## src/rtl/kva_pkg.sv

```systemverilog
// -----------------------------------------------------------------------------
// kva_pkg
// Shared definitions for the keyboard voice allocator:
//   - parse_state_t    : PS/2 byte-stream parser states
//   - SC_BREAK, SC_EXT : F0 break prefix and E0 extended prefix
//   - KVA_NUM_KEYS     : number of mapped keys (indices 0..19)
//   - key_idx()        : scan code -> {hit, key index}
//   - key_freq()       : key index -> tone frequency word
// -----------------------------------------------------------------------------
package kva_pkg;

    typedef enum logic [1:0] {
        PS_IDLE    = 2'd0,
        PS_BREAK   = 2'd1,
        PS_EXT     = 2'd2,
        PS_EXT_BRK = 2'd3
    } parse_state_t;

    localparam logic [7:0] SC_BREAK     = 8'hF0;
    localparam logic [7:0] SC_EXT       = 8'hE0;
    localparam int         KVA_NUM_KEYS = 20;

    typedef struct packed {
        logic       hit;
        logic [4:0] idx;
    } key_lookup_t;

    // Scan code to key index; hit=0 for any code outside the playable row.
    function automatic key_lookup_t key_idx(input logic [7:0] scan);
        key_lookup_t r;
        r.hit = 1'b1;
        r.idx = 5'd0;
        case (scan)
            8'h15: r.idx = 5'd0;
            8'h1C: r.idx = 5'd1;
            8'h1D: r.idx = 5'd2;
            8'h1B: r.idx = 5'd3;
            8'h24: r.idx = 5'd4;
            8'h23: r.idx = 5'd5;
            8'h2B: r.idx = 5'd6;
            8'h2C: r.idx = 5'd7;
            8'h34: r.idx = 5'd8;
            8'h35: r.idx = 5'd9;
            8'h33: r.idx = 5'd10;
            8'h3B: r.idx = 5'd11;
            8'h43: r.idx = 5'd12;
            8'h42: r.idx = 5'd13;
            8'h44: r.idx = 5'd14;
            8'h4B: r.idx = 5'd15;
            8'h4D: r.idx = 5'd16;
            8'h4C: r.idx = 5'd17;
            8'h52: r.idx = 5'd18;
            8'h5B: r.idx = 5'd19;
            default: r.hit = 1'b0;
        endcase
        return r;
    endfunction

    // Key index to frequency word for the tone generators.
    function automatic logic [15:0] key_freq(input logic [4:0] idx);
        logic [15:0] f;
        case (idx)
            5'd0:    f = 16'd400;
            5'd1:    f = 16'd423;
            5'd2:    f = 16'd448;
            5'd3:    f = 16'd475;
            5'd4:    f = 16'd503;
            5'd5:    f = 16'd533;
            5'd6:    f = 16'd565;
            5'd7:    f = 16'd599;
            5'd8:    f = 16'd634;
            5'd9:    f = 16'd672;
            5'd10:   f = 16'd712;
            5'd11:   f = 16'd755;
            5'd12:   f = 16'd800;
            5'd13:   f = 16'd847;
            5'd14:   f = 16'd897;
            5'd15:   f = 16'd951;
            5'd16:   f = 16'd1007;
            5'd17:   f = 16'd1067;
            5'd18:   f = 16'd1131;
            5'd19:   f = 16'd1198;
            default: f = 16'd1;
        endcase
        return f;
    endfunction

endpackage

```

## src/rtl/kva_scan_parser.sv

```systemverilog
// -----------------------------------------------------------------------------
// kva_scan_parser
// PS/2 scan-code byte parser. Tracks F0 (break) and E0 (extended) prefixes and
// emits a make or release strobe for mapped keys. Extended keys are consumed
// and ignored.
// Ports:
//   clk, reset  : clock, synchronous active-high reset
//   scan_valid  : one-cycle strobe qualifying scan_code
//   scan_code   : raw PS/2 byte
//   make_stb    : mapped key pressed (same cycle as the accepted byte)
//   rel_stb     : mapped key released (same cycle as the accepted byte)
//   key         : key index for make_stb / rel_stb
// -----------------------------------------------------------------------------
module kva_scan_parser
    import kva_pkg::*;
(
    input  logic       clk,
    input  logic       reset,
    input  logic       scan_valid,
    input  logic [7:0] scan_code,
    output logic       make_stb,
    output logic       rel_stb,
    output logic [4:0] key
);

    parse_state_t state_reg;
    key_lookup_t  lookup;

    // Strobes are decoded from the current state and byte so that the voice
    // table can register the action on the same edge that accepts the byte;
    // registering them here would add a cycle to the visible latency.
    always_comb begin
        lookup   = key_idx(scan_code);
        make_stb = 1'b0;
        rel_stb  = 1'b0;
        key      = lookup.idx;
        if (scan_valid && !reset) begin
            case (state_reg)
                PS_IDLE:  make_stb = lookup.hit;
                PS_BREAK: rel_stb  = lookup.hit;
                default:  ;
            endcase
        end
    end

    always_ff @(posedge clk) begin
        if (reset) begin
            state_reg <= PS_IDLE;
        end else if (scan_valid) begin
            case (state_reg)
                PS_IDLE: begin
                    if (scan_code == SC_BREAK)    state_reg <= PS_BREAK;
                    else if (scan_code == SC_EXT) state_reg <= PS_EXT;
                    else                          state_reg <= PS_IDLE;
                end
                PS_BREAK: begin
                    // Repeated F0 keeps waiting for the released key.
                    if (scan_code == SC_BREAK)    state_reg <= PS_BREAK;
                    else if (scan_code == SC_EXT) state_reg <= PS_EXT_BRK;
                    else                          state_reg <= PS_IDLE;
                end
                PS_EXT: begin
                    if (scan_code == SC_BREAK)    state_reg <= PS_EXT_BRK;
                    else                          state_reg <= PS_IDLE;
                end
                default: state_reg <= PS_IDLE;
            endcase
        end
    end

endmodule

```

## src/rtl/keyboard_voice_alloc.sv

```systemverilog
// -----------------------------------------------------------------------------
// keyboard_voice_alloc
// Parses a PS/2 scan-code stream, tracks held keys and allocates them to
// NUM_VOICES tone generators. When all voices are busy the oldest one is
// stolen. In mono mode only voice 0 is used.
// Ports:
//   clk, reset  : clock, synchronous active-high reset
//   scan_valid  : one-cycle strobe qualifying scan_code
//   scan_code   : raw PS/2 byte
//   mono        : 0 = polyphonic allocation, 1 = voice 0 only
//   sound       : per-voice frequency word, voice v at [v*FREQ_W +: FREQ_W]
//   sound_off   : per-voice gate, 1 = sounding
//   voice_key   : per-voice key index, voice v at [v*5 +: 5]
//   key_down    : held-key bitmap
//   steal       : one-cycle pulse when a busy voice is reassigned
// -----------------------------------------------------------------------------
module keyboard_voice_alloc
    import kva_pkg::*;
#(
    parameter int NUM_VOICES = 4,
    parameter int FREQ_W     = 16,
    parameter int AGE_W      = 4,
    parameter int NUM_KEYS   = KVA_NUM_KEYS
) (
    input  logic                         clk,
    input  logic                         reset,
    input  logic                         scan_valid,
    input  logic [7:0]                   scan_code,
    input  logic                         mono,
    output logic [NUM_VOICES*FREQ_W-1:0] sound,
    output logic [NUM_VOICES-1:0]        sound_off,
    output logic [NUM_VOICES*5-1:0]      voice_key,
    output logic [NUM_KEYS-1:0]          key_down,
    output logic                         steal
);

    localparam int VIDX_W = (NUM_VOICES > 1) ? $clog2(NUM_VOICES) : 1;

    logic             make_stb;
    logic             rel_stb;
    logic [4:0]       key;

    logic [FREQ_W-1:0] sound_reg [NUM_VOICES];
    logic [FREQ_W-1:0] sound_next[NUM_VOICES];
    logic [4:0]        vkey_reg  [NUM_VOICES];
    logic [4:0]        vkey_next [NUM_VOICES];
    logic [AGE_W-1:0]  age_reg   [NUM_VOICES];
    logic [AGE_W-1:0]  age_next  [NUM_VOICES];
    logic [NUM_VOICES-1:0] busy_reg,  busy_next;
    logic [NUM_KEYS-1:0]   key_down_reg, key_down_next;
    logic              steal_reg, steal_next;
    logic              mono_reg;

    logic              mode_chg;
    logic              found_free;
    logic [VIDX_W-1:0] free_idx;
    logic [VIDX_W-1:0] old_idx;
    logic [AGE_W-1:0]  old_age;
    logic [VIDX_W-1:0] chosen;

    kva_scan_parser u_parser (
        .clk        (clk),
        .reset      (reset),
        .scan_valid (scan_valid),
        .scan_code  (scan_code),
        .make_stb   (make_stb),
        .rel_stb    (rel_stb),
        .key        (key)
    );

    // Any change of mono since the last edge flushes the voice table.
    assign mode_chg = (mono != mono_reg);

    always_comb begin
        // Start from the flushed table on a mode change so a byte arriving in
        // the same cycle is applied to the freshly freed voices.
        busy_next     = mode_chg ? '0 : busy_reg;
        key_down_next = mode_chg ? '0 : key_down_reg;
        steal_next    = 1'b0;
        for (int v = 0; v < NUM_VOICES; v++) begin
            sound_next[v] = sound_reg[v];
            vkey_next[v]  = vkey_reg[v];
            age_next[v]   = mode_chg ? '0 : age_reg[v];
        end

        // Lowest-index free voice.
        found_free = 1'b0;
        free_idx   = '0;
        for (int v = 0; v < NUM_VOICES; v++) begin
            if (!busy_next[v] && !found_free) begin
                found_free = 1'b1;
                free_idx   = VIDX_W'(v);
            end
        end

        // Oldest voice; strict compare keeps the lowest index on ties.
        old_idx = '0;
        old_age = age_next[0];
        for (int v = 1; v < NUM_VOICES; v++) begin
            if (age_next[v] > old_age) begin
                old_age = age_next[v];
                old_idx = VIDX_W'(v);
            end
        end

        chosen = '0;
        if (make_stb && !key_down_next[key]) begin
            if (mono) begin
                chosen = '0;
                if (busy_next[0]) key_down_next[vkey_next[0]] = 1'b0;
            end else if (found_free) begin
                chosen = free_idx;
            end else begin
                chosen     = old_idx;
                steal_next = 1'b1;
                key_down_next[vkey_next[old_idx]] = 1'b0;
            end
            key_down_next[key] = 1'b1;
            for (int v = 0; v < NUM_VOICES; v++) begin
                if (VIDX_W'(v) == chosen) begin
                    sound_next[v] = FREQ_W'(key_freq(key));
                    vkey_next[v]  = key;
                    age_next[v]   = '0;
                    busy_next[v]  = 1'b1;
                end else if (busy_next[v] && (age_next[v] != '1)) begin
                    age_next[v] = age_next[v] + 1'b1;
                end
            end
        end else if (rel_stb && key_down_next[key]) begin
            key_down_next[key] = 1'b0;
            // Only the gate drops; frequency and key stay for the decay path.
            for (int v = 0; v < NUM_VOICES; v++) begin
                if (busy_next[v] && (vkey_next[v] == key)) busy_next[v] = 1'b0;
            end
        end
    end

    always_ff @(posedge clk) begin
        if (reset) begin
            for (int v = 0; v < NUM_VOICES; v++) begin
                sound_reg[v] <= FREQ_W'(1);
                vkey_reg[v]  <= '0;
                age_reg[v]   <= '0;
            end
            busy_reg     <= '0;
            key_down_reg <= '0;
            steal_reg    <= 1'b0;
            // Track the current mode so leaving reset does not look like a mode edge.
            mono_reg     <= mono;
        end else begin
            for (int v = 0; v < NUM_VOICES; v++) begin
                sound_reg[v] <= sound_next[v];
                vkey_reg[v]  <= vkey_next[v];
                age_reg[v]   <= age_next[v];
            end
            busy_reg     <= busy_next;
            key_down_reg <= key_down_next;
            steal_reg    <= steal_next;
            mono_reg     <= mono;
        end
    end

    for (genvar gi = 0; gi < NUM_VOICES; gi++) begin : g_voice_out
        assign sound[gi*FREQ_W +: FREQ_W] = sound_reg[gi];
        assign voice_key[gi*5 +: 5]       = vkey_reg[gi];
    end

    // Gate follows occupancy directly so a free voice can never sound.
    assign sound_off = busy_reg;
    assign key_down  = key_down_reg;
    assign steal     = steal_reg;

endmodule
```

## config.mk

```make
export PLATFORM = sky130hd
export DESIGN_NAME = keyboard_voice_alloc
export DESIGN_NICKNAME = d
export VERILOG_FILES = /design/src/rtl/kva_pkg.sv /design/src/rtl/kva_scan_parser.sv /design/src/rtl/keyboard_voice_alloc.sv
export SDC_FILE = /design/constraint.sdc
export NUM_CORES = 1
export LEC_CHECK = 0
export ABC_CLOCK_PERIOD_IN_PS = 9400
export CORE_ASPECT_RATIO = 0.6
export CORE_MARGIN = 10
export CORE_UTILIZATION = 40
export CTS_CLUSTER_SIZE = 14
export DETAILED_ROUTE_END_ITERATION = 8
export PLACE_DENSITY = 0.69
export SYNTH_ARGS = -nofsm -noshare
export SYNTH_HDL_FRONTEND = slang
export SYNTH_SLANG_ARGS = --single-unit
export TNS_END_PERCENT = 5
```

## constraint.sdc

```tcl
create_clock -name clk -period 9.4 [get_ports clk]
set_input_delay 2.82 -clock clk [delete_from_list [all_inputs] [get_ports clk]]
set_output_delay 2.82 -clock clk [all_outputs]
set_load 0.02 [all_outputs]
```

---- Word level (Yosys, flattened, before mapping) ----
Memories as Yosys holds them, arrays and structs flattened.
Cells that the tools add are included.
word-level totals
  output and inout port bits .............. 109
  input bits .............................. 12
  register bits ........................... 28
  memories kept ........................... 7
  bits in read-only memories .............. 1408
  memory bits (writable) .................. 100
memory list
  name             words  width  read ports  clocked after memory_dff  write ports  RTL line                    source
  (no name shown)  32     11     1           0                         0            kva_pkg.sv:62               case (idx)
  (no name shown)  32     11     1           0                         0            kva_pkg.sv:62
  (no name shown)  32     11     1           0                         0            kva_pkg.sv:62
  (no name shown)  32     11     1           0                         0            kva_pkg.sv:62
  sound_reg        4      16     4           0                         4            keyboard_voice_alloc.sv:43  logic [FREQ_W-1:0] sound_reg [NUM_VOICES];
  vkey_reg         4      5      4           0                         4            keyboard_voice_alloc.sv:45  logic [4:0] vkey_reg [NUM_VOICES];
  +1 memories      n/a    n/a    n/a         n/a                       n/a          n/a
operators by class
  reductions and logical operators ........ 28
  $lt $le $gt $ge ......................... 10
  eq/ne operators ......................... 36
  mux-type cells .......................... 95
  bitwise operators ....................... 21
  $add $sub $neg .......................... 4
operators with widths
  operator             count
  $mux 20              8
  $mux 16              9
  $pmux 5 s19          1
  $mux 4               21
  $eq 8x6->1 const B   8
  $eq 8x7->1 const B   8
  $mux 64              1
  $and 20x20->20       3
  $not 20->20          3
  $mux 5               10
  $eq 8x5->1 const B   4
  $mux 1               27
  $mux 2               12
  $eq 5x5->1           4
  $or 20x20->20        1
  $reduce_or 20->1     1
  $lt 5x6->1 const B   3
  $logic_and 1x1->1    17
  $add 4x1->4 const B  4
  $eq 8x8->1 const B   2
  $ne 4x4->1 const B   4
  $demux 1 s5          3
  $ge 5x1->1 const B   3
  $gt 4x4->1           3
  other kinds (15)     34

---- Logic depth before layout (Yosys ltp) ----
Gate-level depths: netlist of the first run.
  word-level depth ........................ 23
  gate-level depth with buffers ........... 30
  depth with buffers taken out ............ 26

---- Hierarchy ----
From an unflattened synthesis of the first run, not the netlist that was laid out.
unflattened totals
  cells, all modules ...................... 915
  area total of the unflattened synthesis .. 7094.3 um2
by module, submodules not included
  module                area each (um2)  times used  cells each  seq. area each (um2)
  keyboard_voice_alloc  6487.5           1           824         2122.0
  kva_scan_parser       606.8            1           91          40.0

---- Worst setup path after synthesis of the first run ----
Ideal clock, no wire load.
  path type ............................... input to register
  start ................................... in mono
  end ..................................... reg key_down_reg[17] (netlist: key_down[17])
  required time ........................... 9.282 ns
  cell stages on the path ................. 27
  arrival ................................. 8.577 ns
  path buffers ............................ 3
  slack ................................... 0.705 ns
  cell sequence ........................... xnor2_1 -> clkbuf_1 -> buf_1 -> nand2_1 -> ha_1 -> o221ai_1 -> a32oi_1 -> buf_2 -> nor2_1 -> a21oi_1 -> ha_1 -> nor2b_1 -> o21a_1 -> o21a_1 -> o21ai_1 -> o21ai_0 -> ha_1 -> nor2b_1 -> o21a_1 -> o21a_1 -> o21a_1 -> a21oi_1 -> o22ai_1 -> a2111oi_0 -> a221oi_1 -> and3b_1 -> nor3_1
on the way
  cells in the longest elaborated chain, start to end .. 23
  elaborated cells on any way between the ends .. 52
RTL lines
  element                          RTL line                     source
  from (decl)                      keyboard_voice_alloc.sv:29   input logic mono,
  $ne 1x1->1                       keyboard_voice_alloc.sv:72   assign mode_chg = (mono != mono_reg);
  $mux 4                           keyboard_voice_alloc.sv:83   age_next[v] = mode_chg ? '0 : age_reg[v];
  $gt 4x4->1                       keyboard_voice_alloc.sv:100  if (age_next[v] > old_age) begin
  $mux 4                           keyboard_voice_alloc.sv:100
  $gt 4x4->1                       keyboard_voice_alloc.sv:100
  $mux 4                           keyboard_voice_alloc.sv:100
  $gt 4x4->1                       keyboard_voice_alloc.sv:100
  $mux 2                           keyboard_voice_alloc.sv:100
  [... 7 more ...]                 n/a
  $demux 1 s5                      keyboard_voice_alloc.sv:116  key_down_next[vkey_next[old_idx]] = 1'b0;
  $not 20->20 (no source line)     n/a
  $and 20x20->20 (no source line)  n/a
  $mux 20                          keyboard_voice_alloc.sv:111  end else if (found_free) begin
  $mux 20                          keyboard_voice_alloc.sv:108  if (mono) begin
  $mux 20                          keyboard_voice_alloc.sv:107  if (make_stb && !key_down_next[key]) begin
  $or 20x20->20 (no source line)   n/a
  $mux 20 (*)                      keyboard_voice_alloc.sv:107
  to (signal assigned)             keyboard_voice_alloc.sv:157  key_down_reg <= key_down_next;
  to (decl)                        keyboard_voice_alloc.sv:50   logic [NUM_KEYS-1:0] key_down_reg, key_down_next;
Every way passes the cells marked *; elsewhere a longest branch is shown, timed or not. The select of a mux whose other input is x is not followed.
A chain may end at the register's enable or synchronous reset.

---- Worst setup path after layout of the first run ----
  start ................................... in mono
  end ..................................... reg key_down_reg[5] (netlist: key_down[5])
The elaborated chain is that of the path after synthesis.

==> results.md, run 1 <==
- Sequential Power Share: 47.8%
- Clock power share: 42.6%
- Combinational fraction of design power: 9.7%
- Worst-Skew Late Latency: 0.37 ns
- Antenna-violating nets left: 0
- DRT iter0 DRCs: 946
- Crit share post-route: 94.7%
- Layout fillers: 1,684
- Max Cap Violations: 0
- Most common cell after layout, fill and taps aside: dfxtp_1
- Worst slew margin: 29.1%
- Critical Path Start Type: primary input
- CP max stage delay: 0.54 ns
- Highest clock rate: 0.112 GHz
- Most common cell type on the critical path: o21a_1
- CTS Sinks: 108
- Setup Buffers After CTS: 0
- Syn avg cell area: 8.23 µm²
- Hold_buf cts: 0
- Vias per inst: 5.88
- GP Congestion: 0.998
- Biggest area consumer among synthesized cells: dfxtp_1
- CP required: 9.62 ns
- Switching part of the total power: 29.9%
- I/O pins: 121
- Slew Viols, Final: 0
- Leakage: 2.99 nW
- Clock Path Buffers: 2
- Initial cell density of the core: 41.0%
- Routed length per instance: 21.0 µm
- Worst EP arrival: 9.11 ns
- Drt total wl: 24.6 mm
- Setup violators final: 0
- Switching pwr: 0.000289 W
- Antenna diode count: 0
- Max IR drop VDD: 74.3 µV
- Die Wd: 192 µm
- Top Usage Layer GRT: met1
- Ranking of synthesized cells by area: dfxtp_1, mux2i_1, nor2_1
- Most frequent cells in the layout: dfxtp_1, clkdlybuf4s50_1, nor2_1
- GR Util met3: 8.63%
- Post-Synthesis Cell Area: 7070 µm²
- Std cell rows: 37
- Actual slew at the worst max-slew pin: 1.05 ns
- Grt total ovfl: 0
- Input/output buffers: 100
- Power Density: 113 nW/µm²
- Nets: 965
- Share of cells above drive strength 1: 8.64%
- Min-Delay Path Class: reg -> reg
- Hold Vio Cnt, Final: 0
- Setup TNS Final: 0 ns
- Synth cell types: 77
- CTS root buf: clkbuf_16
- Final clock skew: 0.0123 ns
- Die Ht: 123 µm
- Die area: 23,600 µm²
- First-pass GRT wire length: 38.2 mm
- Register area share after synthesis: 30.6%
- Number of flops mapped to enable cells by yosys: 0
- CTS H-tree lvls: 3
- Cell family with most CP delay: compound AO/OA/AOI/OAI gates
- Post-DP HPWL: 18.1 mm
- Area Growth Syn to Fin: 20.9%
- Most used DFF post-synth: dfxtp_1
- Met1 usage: 30.7%
- 1st-pass router iterations: 5
- Tot GR Track Use: 20.5%
- Crit-path slowest cell: clkdlybuf4s50_1
- Pin count of the biggest net entering global routing: 55
- Post-route cell area: 8550 µm²
- Tmin final: 8.90 ns
- Int Pwr: 0.000678 W
- Worst path bufs/invs: 3
- Initial antenna violation count: 0
- Crit Path Max Fanout: 29
- Clk pin slew, worst setup/hold paths: 0.09 ns
- Max reg flops: 44
- Warnings, synthesis: 0
- Async SR Flop Fraction: 0%
- Number of global-route vias before repair: 6,386
- Post-synth top area share: 30.6%
- Crit end category: flop
- Synthesis-stage register bit count: 108
- GR Util met2: 26.1%
- CTS tree: done
- Residual DRC: 0
- Outcome: complete, no violations
- Cts bufs inserted: 9
- Vias: 6,884
- Core area: 17,200 µm²
- Post-synthesis cell count: 858
- Dpl cell area: 8210 µm²
- Hold_ws: 0.497 ns
- Total power: 0.000966 W
- Crit path kind: in -> reg
-- power by group through the flow --
stage	Combinational (W)	Clock, W	Sequential [W]
floorplan	0.0000667	0	0.000473
global placement	0.0000898	0	0.000472
detailed placement	0.0000907	0	0.000472
CTS	0.0000911	0.000411	0.000461
global route	0.000100	0.000429	0.000462
finish	0.0000936	0.000411	0.000461
-- cells by family after synthesis --
kind of cell               after synthesis  synth area share, %
adders and majority gates               21                 3.72
and+or+nand+nor                        311                 22.5
other                                    1               0.0531
muxes                                   75                 10.7
xor gates and xnor gates                33                 4.09
buffers and inverters                  106                 7.76
DFF                                    108                 30.6
AOI/OAI and AO/OA                      203                 20.6
-- metal layers --
| metal | vias to the layer above | wire length (µm) |
|---|---|---|
| met3 | 24 | 3340 |
| met1 | 3257 | 11800 |
| li1 | 3215 | - |
| met2 | 388 | 9210 |
| met4 | 0 | 263 |
| met5 | - | 0 |
-- what timing repair did --
item                                   4_1_cts  5_1_grt
gates resized for setup                      0        4
endpoints found under the hold margin        0        0
setup endpoints to repair                    0       11
-- Yosys cell counts, types with 15 or more instances --
cell and number:
a221oi_1 15, mux2i_1 72, nand3_1 24, buf_4 28, o21ai_0 32, nand2_1 65, ha_1 21, inv_1 25
nor2_1 97, clkbuf_1 35, nor3_1 20, xnor2_1 24, dfxtp_1 108, a21oi_1 52
-- cell type report --
class                      instances  area, µm²  share of cell area (%)
multi-input combinational        663       4490                    52.5
sequential                       108       2160                    25.3
timing repair buffer             124       1190                    13.9
tap                              234        293                    3.43
clock buffer                       9        225                    2.64
inverter                          26       98.8                    1.16
clock inverter                     7       91.3                    1.07
-- metrics by stage --
stage          setup WS [ns]  util, %  instances
6_report               0.502     49.6       1171
5_1_grt              -0.0284     49.6       1171
4_1_cts                0.512     49.5       1171
2_1_floorplan          0.705        -        877
3_3_place_gp           0.356     47.7       1155
3_5_place_dp           0.147     47.7       1155
-- worst reg2reg max path: stages, from the launching register on --
cell and delay, ns:
dfxtp_1 0.36, xnor2_2 0.30, buf_4 0.37, mux2i_1 0.22
a21oi_1 0.08, a32oi_1 0.37, nor2_1 0.09, a21oi_1 0.19
ha_1 0.28, nor2b_1 0.13, o21a_1 0.16, o21a_1 0.20
o21ai_1 0.15, buf_4 0.17, nand2_1 0.06, o21ai_0 0.10
ha_1 0.27, nor2b_1 0.14, o21a_1 0.17, o21a_1 0.20
o21ai_1 0.43, nand2_1 0.20, o22ai_1 0.45, nor3b_2 0.44
a221oi_1 0.15, o21ai_0 0.26, a22oi_1 0.11
-- path summary, 6_finish.rpt --
check | start | to | slack (ns) | cells after the start
max | mono | key_down[5] | 0.50 | 27
min | sound_reg[0][5] | sound_reg[0][5] | 0.50 | 2
max reg2reg | mono_reg | key_down[5] | 3.20 | 26
min reg2reg | sound_reg[0][5] | sound_reg[0][5] | 0.50 | 2
No activity file was read; power rests on OpenSTA's default activity.
==> run 2, diff against run 1 <==
- SKIP_LAST_GASP: default -> 1
==> run 2 against run 1 <==
  * Sequential power is essentially flat
  * Sequential share of layout area hardly changed
  * Fmax is 1.6% lower
  * Core utilization fell by 0.058 points
  * Highest routed layer unchanged
  * Design area shrank 0.12%
  * Die area stayed put
  * Clock power about the same
==> results.md, run 2 (same netlist as run 1, synthesis figures left out) <==
- Tot GR Track Use: 20.5%
- Setup violators final: 0
- Vias: 6,921
- Actual slew at the worst max-slew pin: 1.05 ns
- 1st-pass router iterations: 5
- Die area: 23,600 µm²
- Min-Delay Path Class: reg -> reg
- Crit end category: flop
- Initial cell density of the core: 41.0%
- Clock Path Buffers: 2
- Top Layer Used: met4
- Clock power share: 42.5%
- Max Cap Violations: 0
- Final clock skew: 0.0124 ns
- Die Wd: 192 µm
- Crit Path Max Fanout: 29
- Routed length per instance: 20.9 µm
- I/O pins: 121
- Leakage: 2.98 nW
- Share of cells above drive strength 1: 8.43%
- Die Ht: 123 µm
- First-pass GRT wire length: 38.2 mm
- Switching part of the total power: 29.8%
- Register area: 2160 µm²
- Layout fillers: 1,688
- Highest clock rate: 0.111 GHz
- Slew Viols, Final: 0
- Most common cell after layout, fill and taps aside: dfxtp_1
- Total power: 0.000966 W
- Max IR drop VDD: 74.4 µV
- Antenna diode count: 0
- CTS tree: done
- Hold_buf cts: 0
- CTS root buf: clkbuf_16
- Switching pwr: 0.000288 W
- Pin count of the biggest net entering global routing: 55
- Post-DP HPWL: 18.1 mm
- Met2 WL post-DR: 9.10 mm
- Sequential Power Share: 47.8%
- CTS H-tree lvls: 3
- Residual DRC: 0
- Clk pin slew, worst setup/hold paths: 0.09 ns
- Number of global-route vias before repair: 6,386
- Combinational fraction of design power: 9.7%
- Power Density: 113 nW/µm²
- Setup TNS Final: 0 ns
- Std cell rows: 37
- Most frequent cells in the layout: dfxtp_1, clkdlybuf4s50_1, nor2_1
- Cell Count, Final, Fillers Out: 1,171
- Area Growth Syn to Fin: 20.8%
- Worst EP arrival: 9.29 ns
- CP required: 9.65 ns
- Int Pwr: 0.000678 W
- Nets: 965
- Tmin final: 9.05 ns
- Placed instance count: 1,155
- Hold Vio Cnt, Final: 0
- DRT iter0 DRCs: 956
- Crit path kind: in -> reg
- Max reg flops: 44
- Vias per inst: 5.91
- Outcome: complete, no violations
- Multi-input logic area: 4480 µm²
- Critical Path Start Type: primary input
- GP Congestion: 0.998
- Initial antenna violation count: 0
- Crit share post-route: 96.2%
- Grt total ovfl: 0
- Worst-Skew Late Latency: 0.37 ns
- WL met1: 11.6 mm
- CTS Sinks: 108
- RSZ-0062 raised after global routing: true
- Worst slew margin: 29.1%
- Drt total wl: 24.5 mm
- Antenna-violating nets left: 0
- Met3 WL: 3.45 mm
- Cts bufs inserted: 9
- Input/output buffers: 100
- Core area: 17,200 µm²
run 2: cell counts in the layout (fill, tap and decap cells not counted):
No cell type changed its count.
run 2: critical path, cell delays in order:
cell	delay [ns]
clkdlybuf4s50_1	0.54
xnor2_2	0.36
buf_4	0.38
mux2i_1	0.22
a21oi_1	0.08
a32oi_1	0.37
nor2_1	0.09
a21oi_1	0.19
ha_1	0.28
nor2b_1	0.13
o21a_1	0.16
o21a_1	0.20
o21ai_1	0.15
buf_4	0.17
nand2_1	0.06
o21ai_0	0.10
ha_1	0.27
nor2b_1	0.14
o21a_1	0.16
o21a_1	0.19
o21ai_1	0.43
nand2_1	0.19
o21ai_0	0.50
nor3b_1	0.62
a221oi_1	0.20
a21oi_1	0.20
a211oi_2	0.09
run 2: layout make-up:
cell class                      instances  share of cell area [%]
Tap cell                              234                    3.43
Sequential cell                       108                    25.3
Multi-Input combinational cell        663                    52.4
Clock inverter                          7                    1.07
Timing Repair Buffer                  124                    13.9
Inverter                               26                    1.16
Clock buffer                            9                    2.64
run 2: power by group through the flow:
stage	sequential (W)	combinational, W	clock, W
floorplan	0.000473	0.0000667	0
global placement	0.000472	0.0000898	0
detailed placement	0.000472	0.0000907	0
CTS	0.000461	0.0000911	0.000411
global route	0.000462	0.000100	0.000429
finish	0.000461	0.0000937	0.000411
run 2: worst paths after layout:
| path | slack, ns | start | end | depth (start not counted) |
|---|---|---|---|---|
| setup / recovery | 0.35 | mono | key_down[18] | 27 |
| hold / removal | 0.50 | sound_reg[0][5] | sound_reg[0][5] | 2 |
| setup reg to reg | 3.06 | mono_reg | key_down[18] | 26 |
| hold reg to reg | 0.50 | sound_reg[0][5] | sound_reg[0][5] | 2 |
run 2: repair_timing:
item                                    CTS  global route
gates resized for setup                   0             1
setup buffers                             0             0
endpoints found under the setup margin    0            11
run 2: per-layer routing:
layer	global-route usage, %	vias up
li1	-	3211
met1	30.7	3267
met2	26.1	405
met3	8.63	38
met4	3.89	0
met5	0	-
run 2: through the flow:
stage	util, %	cell area, µm²	hold slack, ns	setup slack (ns)
detailed placement	47.7	8210	0.485	0.147
finish	49.6	8540	0.497	0.355
global placement	47.7	8210	0.472	0.356
floorplan	-	7140	0.491	0.705
CTS	49.5	8530	0.508	0.512
global route	49.6	8540	0.526	-0.129
